## src/rtl/mem_bus_arbiter.sv

```systemverilog
// N-client line-memory arbiter: merges upstream cache channels onto one memory bus, tags requests
// with the client index and routes responses back. Define MEM_BUS_ARB_FIXED_PRIO_EN for fixed priority.
module mem_bus_arbiter #(
  parameter int unsigned NUM_CLIENTS = 2,
  parameter int unsigned CID_W       = 2,
  parameter int unsigned MAX_OUTST   = 4,
  parameter int unsigned ADDR_W      = 32,
  parameter int unsigned LINE_W      = 128,
  localparam int unsigned IDX_W      = (NUM_CLIENTS > 1) ? $clog2(NUM_CLIENTS) : 1
) (
  input  logic                          clk,
  input  logic                          rst,
  input  logic [NUM_CLIENTS-1:0]        c_req_valid,
  output logic [NUM_CLIENTS-1:0]        c_req_ready,
  input  logic [NUM_CLIENTS*CID_W-1:0]  c_req_id,
  input  logic [NUM_CLIENTS-1:0]        c_req_we,
  input  logic [NUM_CLIENTS*ADDR_W-1:0] c_req_addr,
  input  logic [NUM_CLIENTS*LINE_W-1:0] c_req_data,
  output logic [NUM_CLIENTS-1:0]        c_resp_valid,
  input  logic [NUM_CLIENTS-1:0]        c_resp_ready,
  output logic [CID_W-1:0]              c_resp_id,
  output logic [LINE_W-1:0]             c_resp_data,
  output logic                          m_req_valid,
  input  logic                          m_req_ready,
  output logic                          m_req_we,
  output logic [ADDR_W-1:0]             m_req_addr,
  output logic [LINE_W-1:0]             m_req_data,
  output logic [IDX_W+CID_W-1:0]        m_req_id,
  input  logic                          m_resp_valid,
  output logic                          m_resp_ready,
  input  logic [IDX_W+CID_W-1:0]        m_resp_id,
  input  logic [LINE_W-1:0]             m_resp_data,
  output logic [NUM_CLIENTS*4-1:0]      outst_cnt,
  output logic                          err
);

  localparam int N = int'(NUM_CLIENTS);
  localparam logic [3:0] MaxCnt = 4'(MAX_OUTST);

  logic [3:0]             cnt_q [NUM_CLIENTS];
  logic                   lock_q;
  logic [IDX_W-1:0]       lock_idx_q;
  logic                   err_q;
  logic [NUM_CLIENTS-1:0] elig;
  logic                   gnt_vld;
  logic [IDX_W-1:0]       gnt_idx;
  logic                   m_req_hs;
  logic                   m_resp_hs;
  logic [IDX_W-1:0]       r_idx;
  logic                   r_ok;
  logic                   r_ready;
  logic [CID_W-1:0]       gnt_cid;
  logic [NUM_CLIENTS-1:0] cnt_inc;
  logic [NUM_CLIENTS-1:0] cnt_dec;

  // Reset gates eligibility so nothing is granted while rst is low.
  always_comb begin
    elig = '0;
    for (int i = 0; i < N; i++) begin
      elig[i] = rst && c_req_valid[i] && (cnt_q[i] < MaxCnt);
    end
  end

`ifdef MEM_BUS_ARB_FIXED_PRIO_EN
  always_comb begin
    gnt_vld = 1'b0;
    gnt_idx = '0;
    for (int i = N - 1; i >= 0; i--) begin
      if (elig[i]) begin
        gnt_vld = 1'b1;
        gnt_idx = IDX_W'(i);
      end
    end
    if (lock_q) begin
      gnt_vld = 1'b1;
      gnt_idx = lock_idx_q;
    end
  end
`else
  logic [IDX_W-1:0] rr_ptr_q;

  // Scan downwards so the client closest to rr_ptr is assigned last and wins.
  always_comb begin
    int p;
    p       = 0;
    gnt_vld = 1'b0;
    gnt_idx = '0;
    for (int k = N - 1; k >= 0; k--) begin
      p = int'(rr_ptr_q) + k;
      if (p >= N) p = p - N;
      if (elig[p]) begin
        gnt_vld = 1'b1;
        gnt_idx = IDX_W'(p);
      end
    end
    if (lock_q) begin
      gnt_vld = 1'b1;
      gnt_idx = lock_idx_q;
    end
  end

  always_ff @(posedge clk or negedge rst) begin
    if (!rst) begin
      rr_ptr_q <= '0;
    end else if (m_req_hs) begin
      rr_ptr_q <= (int'(gnt_idx) == N - 1) ? '0 : gnt_idx + IDX_W'(1);
    end
  end
`endif

  always_comb begin
    m_req_we    = 1'b0;
    m_req_addr  = '0;
    m_req_data  = '0;
    gnt_cid     = '0;
    c_req_ready = '0;
    for (int i = 0; i < N; i++) begin
      if (gnt_vld && gnt_idx == IDX_W'(i)) begin
        m_req_we       = c_req_we[i];
        m_req_addr     = c_req_addr[i*ADDR_W +: ADDR_W];
        m_req_data     = c_req_data[i*LINE_W +: LINE_W];
        gnt_cid        = c_req_id[i*CID_W +: CID_W];
        c_req_ready[i] = m_req_ready;
      end
    end
  end

  assign m_req_valid = gnt_vld;
  assign m_req_id    = {gnt_idx, gnt_cid};
  assign m_req_hs    = gnt_vld & m_req_ready;

  // Responses to unknown clients or idle counters are swallowed (ready=1) and flagged.
  assign r_idx = m_resp_id[IDX_W+CID_W-1 -: IDX_W];

  always_comb begin
    r_ok         = 1'b0;
    r_ready      = 1'b1;
    c_resp_valid = '0;
    for (int i = 0; i < N; i++) begin
      if (r_idx == IDX_W'(i) && cnt_q[i] != 4'd0) begin
        r_ok            = 1'b1;
        r_ready         = c_resp_ready[i];
        c_resp_valid[i] = m_resp_valid & rst;
      end
    end
  end

  assign m_resp_ready = rst & r_ready;
  assign m_resp_hs    = m_resp_valid & m_resp_ready;
  assign c_resp_id    = m_resp_id[CID_W-1:0];
  assign c_resp_data  = m_resp_data;

  always_comb begin
    cnt_inc   = '0;
    cnt_dec   = '0;
    outst_cnt = '0;
    for (int i = 0; i < N; i++) begin
      cnt_inc[i]          = m_req_hs && gnt_idx == IDX_W'(i);
      cnt_dec[i]          = m_resp_hs && r_ok && r_idx == IDX_W'(i);
      outst_cnt[i*4 +: 4] = cnt_q[i];
    end
  end

  always_ff @(posedge clk or negedge rst) begin
    if (!rst) begin
      lock_q     <= 1'b0;
      lock_idx_q <= '0;
      err_q      <= 1'b0;
      for (int i = 0; i < N; i++) cnt_q[i] <= 4'd0;
    end else begin
      if (m_req_hs) begin
        lock_q <= 1'b0;
      end else if (gnt_vld) begin
        lock_q     <= 1'b1;
        lock_idx_q <= gnt_idx;
      end
      if (m_resp_valid && !r_ok) err_q <= 1'b1;
      for (int i = 0; i < N; i++) begin
        if (cnt_inc[i] && !cnt_dec[i]) cnt_q[i] <= cnt_q[i] + 4'd1;
        else if (cnt_dec[i] && !cnt_inc[i]) cnt_q[i] <= cnt_q[i] - 4'd1;
      end
    end
  end

  assign err = err_q;

endmodule

```

## config.mk

```make
export PLATFORM = sky130hd
export DESIGN_NAME = mem_bus_arbiter
export DESIGN_NICKNAME = d
export VERILOG_FILES = /design/src/rtl/mem_bus_arbiter.sv
export SDC_FILE = /design/constraint.sdc
export NUM_CORES = 1
export LEC_CHECK = 0
export BUFFER_PORTS_ARGS = -buffer_cell sky130_fd_sc_hd__buf_2
export CORE_AREA = 2 2 301 303
export DETAILED_ROUTE_END_ITERATION = 6
export DIE_AREA = 0 0 303 305
export PLACE_DENSITY = 0.32
export SLEW_MARGIN = 10
export SYNTH_ARGS = -nofsm -noshare
export SYNTH_HDL_FRONTEND = slang
export SYNTH_SLANG_ARGS = --single-unit
```

## constraint.sdc

```tcl
create_clock -name clk -period 8.3 [get_ports clk]
set_clock_uncertainty 0.15 [all_clocks]
set_input_delay 0 -clock clk [delete_from_list [all_inputs] [get_ports clk]]
set_output_delay 0 -clock clk [all_outputs]
set_load 0.005 [all_outputs]
```

==> impl_metrics.yaml, run 1 <==
global_routing:
  grt_overflow: 0
  grt_pass1_wl_mm: 46.1
  grt_pass1_vias: 7636
  antenna_found_initial: 4
  grt_util_all_layers_pct: 6.32
  grt_max_degree: 76
synthesis:
  ys_top_cells_by_count: "nor2_1, mux2i_1, a221o_1, buf_4, buf_2"
  synthArstFlopShare_pct: 100
  synth_seq_cells: 12
  synth_cell_types: 35
  synth_area_leader_cell: "mux2i_1"
  yosysWarnings: 0
  netlist_area_sq_um: 6270
  synth_edf_count: 0
  yosysMostFrequentCell: "nor2_1"
  synth_ff_type: "dfrtp_1"
  syn_nets: 1262
  synth_area_leaders: "mux2i_1, a221o_1, buf_4, nor2_1, dfrtp_1"
  synth.yosys.seq_area_share_pct: 4.79
  synth_top_area_share_pct: 26.3
  postSynthCellCount: 789
  syn_area_per_cell_sq_um: 7.95
cts:
  clockRootBuffer: "clkbuf_16"
  path_clk_slew_ps: 50
  post-cts-setup-buffers: 0
  cts_max_level: 1
  tritoncts: "built"
  clock-sinks: 12
  clockBufferDepth: 2
  clk_latency_ps: 240
  cts_resized: 0
  cts_buffers: 3
setup_path:
  r2r_start: "outst_cnt[3]"
  worstRegToRegCells: 9
  crit_arrival_ps: 3500
  cp-end-kind: "primary output"
  ff2ff_setup_slack_ps: 5110
  critPathMaxFanout: 64
  r2r_end: "outst_cnt[3]"
  cp-start-kind: "primary input"
  required_ps: 8150
  critPathKind: "primary input to primary output"
  critPathLaunch: "rst"
detailed_routing:
  drt_iter0_drc: 764
  ant_nets: 0
  viasPerCell: 3.36
  drtPass1Iterations: 7
  vias: 8142
  drc: 110
  wire_per_inst_microns: 14.1
  routed_wl_mm: 34.1
die:
  io_pins: 774
  start_util_pct: 7.02
  fp.dieH_microns: 305
  rows: 110
  die_width_microns: 303
  die-area_sq_um: 92400
  core-area_sq_um: 89300
place:
  hpwl_mm: 26.9
  gp_congestion: 0.802
  port_buffers: 513
  place_area_sq_um: 8920
  place_ws_ps: 4990
power_and_ir_drop:
  power_frac_clock_pct: 4.7
  p_comb_share_pct: 86.8
  ir_drop_mv: 0.135
  p_int_mw: 0.979
  p_leak_nw: 4.95
  power_switching_mw: 0.974
  powerDensity_nw_per_um2: 189
  p_seq_share_pct: 8.5
  switching_share_pct: 49.9
timing:
  clock.fmax_mhz: 274
  relSlewSlack_pct: 37.8
  finalMaxSlewViolations: 0
  rsz0062_at_grt: "false"
  fin_setup_tns_ps: 0
  worst-slew-pin-transition_ps: 933
  post-route-min-period_ps: 3650
  fin_crit_sh_pct: 44.0
  setup_slack_ps: 4650
  finalHoldViolCount: 0
  finalSetupViolCount: 0
final_layout:
  drive_gt1_share_pct: 42.8
  post-route-cell-area_sq_um: 10300
  nets: 1719
  area_growth_pct: 64.9
run:
  cap_viol_max_count: 0
status:
  violations: "DRC"
  status: "finished, violations left"
min_path:
  hp-class: "primary input to async pin"
placed cells by master (no fill, tap or decap), types with 2 or more instances in the layout:
cell type / instances
dlygate4sd3_1: 134
inv_1: 4
fa_1: 2
a211oi_4: 2
buf_2: 513
a2111o_1: 2
nand3_1: 5
xnor2_1: 4
nor3_1: 4
or3_1: 2
a31oi_1: 2
o21ai_0: 4
ha_1: 6
a21oi_1: 7
or4_1: 2
and4_1: 2
and4bb_1: 2
nand3b_1: 2
a221o_1: 163
mux2i_1: 165
nand4bb_1: 2
buf_4: 11
nor2_1: 166
nand2_1: 10
dfrtp_1: 11
clkbuf_16: 3
o211ai_1: 5
mux2_2: 2
flip-flops by register name, summed over array words and instances (netlist names):
signal      cells
outst_cnt       8
err             1
lock_idx_q      1
lock_q          1
rr_ptr_q        1
worst max-delay path: stages:
cell and delay, ps:
dlygate4sd3_1 520, buf_2 350, nand4bb_1 310, a211oi_4 730, buf_4 420, buf_4 610
a221o_1 360, buf_2 150
metal layers:
metal / global-route usage (%) / vias up / wire [microns]
met2: 12.0 / 510 / 17000
met3: 1.18 / 17 / 3270
met5: 0 / - / 0
met4: 0.619 / 0 / 271
li1: - / 3827 / -
met1: 7.46 / 3788 / 13500
worst max-delay path by stage:
stage                          end  slack (ps)  cells after the start
floorplan             outst_cnt[3]        5480                      9
global placement    m_req_data[95]        5020                      6
detailed placement  m_req_data[93]        4990                      6
CTS                 m_req_data[93]        4550                      8
global route        m_req_data[95]        4320                      8
finish              m_req_data[93]        4650                      8
timing repair:
item                                   CTS  global route
endpoints found under the hold margin  146             0
setup endpoints to repair                0             0
hold buffers                           134             0
power by group through the flow:
stage / sequential, mW / clock, mW / combinational [mW]
CTS: 0.166 / 0.0955 / 1.72
finish: 0.166 / 0.0927 / 1.69
global route: 0.174 / 0.0986 / 1.85
floorplan: 0.117 / 0 / 1.16
detailed placement: 0.167 / 0 / 1.65
global placement: 0.167 / 0 / 1.65
stage by stage:
stage	power [mW]	instances	utilization, %	hold slack [ps]
after floorplan	1.28	789	-	-446
after global placement	1.81	2283	9.99	-205
after detailed placement	1.81	2283	9.99	-202
after CTS	1.98	2421	11.6	79.2
after global routing	2.13	2421	11.6	113
final	1.95	2422	11.6	58.2
area by class of cell:
class / count / area, sq um
inverter: 5 / 23.8
antenna: 1 / 2.50
timing repair buffer: 658 / 3990
multi-input combinational: 566 / 4470
sequential: 12 / 304
tap: 1176 / 1470
fill: 10380 / 79000
clock buffer: 4 / 78.8
kinds of logic (layout without fill, tap and decap cells):
logic type                 Yosys count  count (layout)  synth area share (%)
buffers and inverters              211             667                  24.1
and+or+nand+nor                    198             198                  13.1
AOI/OAI and AO/OA                  189             189                  28.9
muxes                              167             167                  26.7
DFF                                 12              12                  4.79
adders and majority gates            8               8                  1.83
xor gates and xnor gates             4               4                 0.558
other                                0               1                     0
Power figures use the tool's default switching activity.
==> inputs of run 2 (changes only) <==
--- a/config.mk
+++ b/config.mk
@@ -6,9 +6,9 @@
 export NUM_CORES = 1
 export LEC_CHECK = 0
 export BUFFER_PORTS_ARGS = -buffer_cell sky130_fd_sc_hd__buf_2
-export CORE_AREA = 2 2 301 303
+export CORE_AREA = 2 2 305 307
 export DETAILED_ROUTE_END_ITERATION = 6
-export DIE_AREA = 0 0 303 305
+export DIE_AREA = 0 0 307 309
 export PLACE_DENSITY = 0.32
 export SLEW_MARGIN = 10
 export SYNTH_ARGS = -nofsm -noshare
==> constraint.sdc (replaced) <==
create_clock -name clk -period 3.4 [get_ports clk]
set_clock_uncertainty 0.15 [all_clocks]
set_input_delay 0 -clock clk [delete_from_list [all_inputs] [get_ports clk]]
set_output_delay 0 -clock clk [all_outputs]
set_load 0.005 [all_outputs]
==> run 2 against run 1 <==
Against the previous run: the flow now finishes without violations; global-route usage is 0.32 points higher; sequential power up 92%; largest cell class unchanged; sequential cell count stayed put; critical path depth is 4 higher; hold slack got worse by 30 ps; critical endpoint is now outst_cnt[7]; utilization fell by 0.089 points; sequential share of layout area barely moved.
==> impl_metrics.yaml, run 2 (synthesis gave the netlist of run 1 again) <==
detailed_routing:
  routed_wl_mm: 36.3
  vias: 8247
  drc: 0
  drtPass1Iterations: 5
  drt_iter0_drc: 474
  wire_per_inst_microns: 14.9
  viasPerCell: 3.38
  ant_nets: 0
cts:
  path_clk_slew_ps: 50
  clockRootBuffer: "clkbuf_16"
  tritoncts: "built"
  cts_max_level: 1
  clockBufferDepth: 2
  cts_buffers: 3
  clk_latency_ps: 240
  clock-sinks: 12
global_routing:
  grt_util_all_layers_pct: 6.63
  grt_overflow: 0
  grt_max_degree: 124
  grt_pass1_vias: 8020
  top_usage_layer: "met2"
  met3_usage_pct: 1.50
  use_met1_pct: 7.48
  antenna_found_initial: 15
  grt_pass1_wl_mm: 49.0
  met2_usage_pct: 12.2
timing:
  finalMaxSlewViolations: 0
  clock.fmax_mhz: 315
  post-route-min-period_ps: 3170
  finalHoldViolCount: 0
  fin_crit_sh_pct: 93.3
  rsz0062_at_grt: "false"
  fin_setup_tns_ps: 0
  worst-slew-pin-transition_ps: 841
  finalSetupViolCount: 0
  setup_slack_ps: 227
  relSlewSlack_pct: 43.9
setup_path:
  worst_path_max_delay_cell: "dlygate4sd3_1"
  crit_arrival_ps: 3130
  r2r_start: "outst_cnt[3]"
  cp_common_cell: "o211ai_1"
  critPathLaunch: "rst"
  worst_path_largest_cell_delay_ps: 520
  required_ps: 3360
  cp_num_buf_inv: 4
  critPathTopFamily: "buffers and inverters"
  crit_chain: "dlygate4sd3_1 > buf_2 > nand4bb_1 > o211ai_1 > buf_4 > a21oi_1 > ha_1 > inv_1 > ha_1 > or4_1 > o211ai_1 > o211ai_1"
  cp-start-kind: "primary input"
  cp-end-kind: "flop"
  critPathKind: "primary input to flop"
  critPathMaxFanout: 12
  ff2ff_setup_slack_ps: 300
power_and_ir_drop:
  p_comb_share_pct: 88.6
  p_leak_nw: 5.01
  p_seq_share_pct: 6.5
  switching_share_pct: 49.5
  power_frac_clock_pct: 4.9
  ir_drop_mv: 0.557
  power_switching_mw: 2.43
  p_int_mw: 2.48
  powerDensity_nw_per_um2: 468
final_layout:
  final_common_cell: "buf_2"
  nets: 1724
  largest_reg_flops: 8
  mostFrequentLayoutCells: "buf_2, nor2_1, mux2i_1"
  area_growth_pct: 67.4
  fillCellCount: 10603
  drive_gt1_share_pct: 43.1
die:
  die_width_microns: 307
  start_util_pct: 6.87
  io_pins: 774
  core-area_sq_um: 91400
  rows: 111
  die-area_sq_um: 94900
  fp.dieH_microns: 309
place:
  gp_congestion: 0.777
  place_ws_ps: 315
  hpwl_mm: 28.6
  port_buffers: 513
min_path:
  hp-class: "primary input to async pin"
run:
  cap_viol_max_count: 0
status:
  status: "finished clean"
-- run 2: layout make-up --
cell class                 count  area [sq um]  area share, %
tap                         1186          1480           14.1
inverter                       5          23.8          0.226
timing repair buffer         663          4120           39.2
sequential                    12           304           2.89
clock buffer                   4          88.8          0.846
multi-input combinational    566          4470           42.6
antenna                        5          12.5          0.119
-- run 2: power by group through the flow --
stage	registers [mW]	logic (mW)	clock network [mW]
after floorplan	0.286	2.83	0
after global placement	0.316	4.24	0
after detailed placement	0.322	4.24	0
after global routing	0.334	4.75	0.261
final	0.318	4.36	0.241
after CTS	0.320	4.41	0.249
-- run 2: path summary, 6_finish.rpt --
check	to	cells after the start
max in group asynchronous	outst_cnt[6]	3
setup reg to reg	outst_cnt[7]	10
setup / recovery	outst_cnt[7]	12
min in group clk	lock_q	3
hold / removal	outst_cnt[1]	2
hold reg to reg	outst_cnt[2]	2
-- run 2: repair_timing --
action	4_1_cts	5_1_grt
endpoints found under the hold margin	146	0
resized for setup	0	0
buffers inserted	0	0
hold buffers	134	0
-- run 2: stage by stage --
step	util (%)	std cells	cell area [sq um]	hold slack, ps	power [mW]
final	11.5	2441	10500	27.8	4.91
after global routing	11.5	2441	10500	37.4	5.35
after CTS	11.5	2436	10500	27.7	4.98
after detailed placement	9.92	2298	9060	-253	4.56
after global placement	9.92	2298	9060	-263	4.56
after floorplan	-	789	6270	-446	3.11
-- run 2: metal layers --
metal / vias up / wire length, microns / share of wire [%]
li1: 3829 / - / -
met1: 3825 / 13700 / 38
met2: 545 / 18100 / 50
met3: 48 / 3370 / 9.3
met4: 0 / 1200 / 3.3
met5: - / 0 / 0
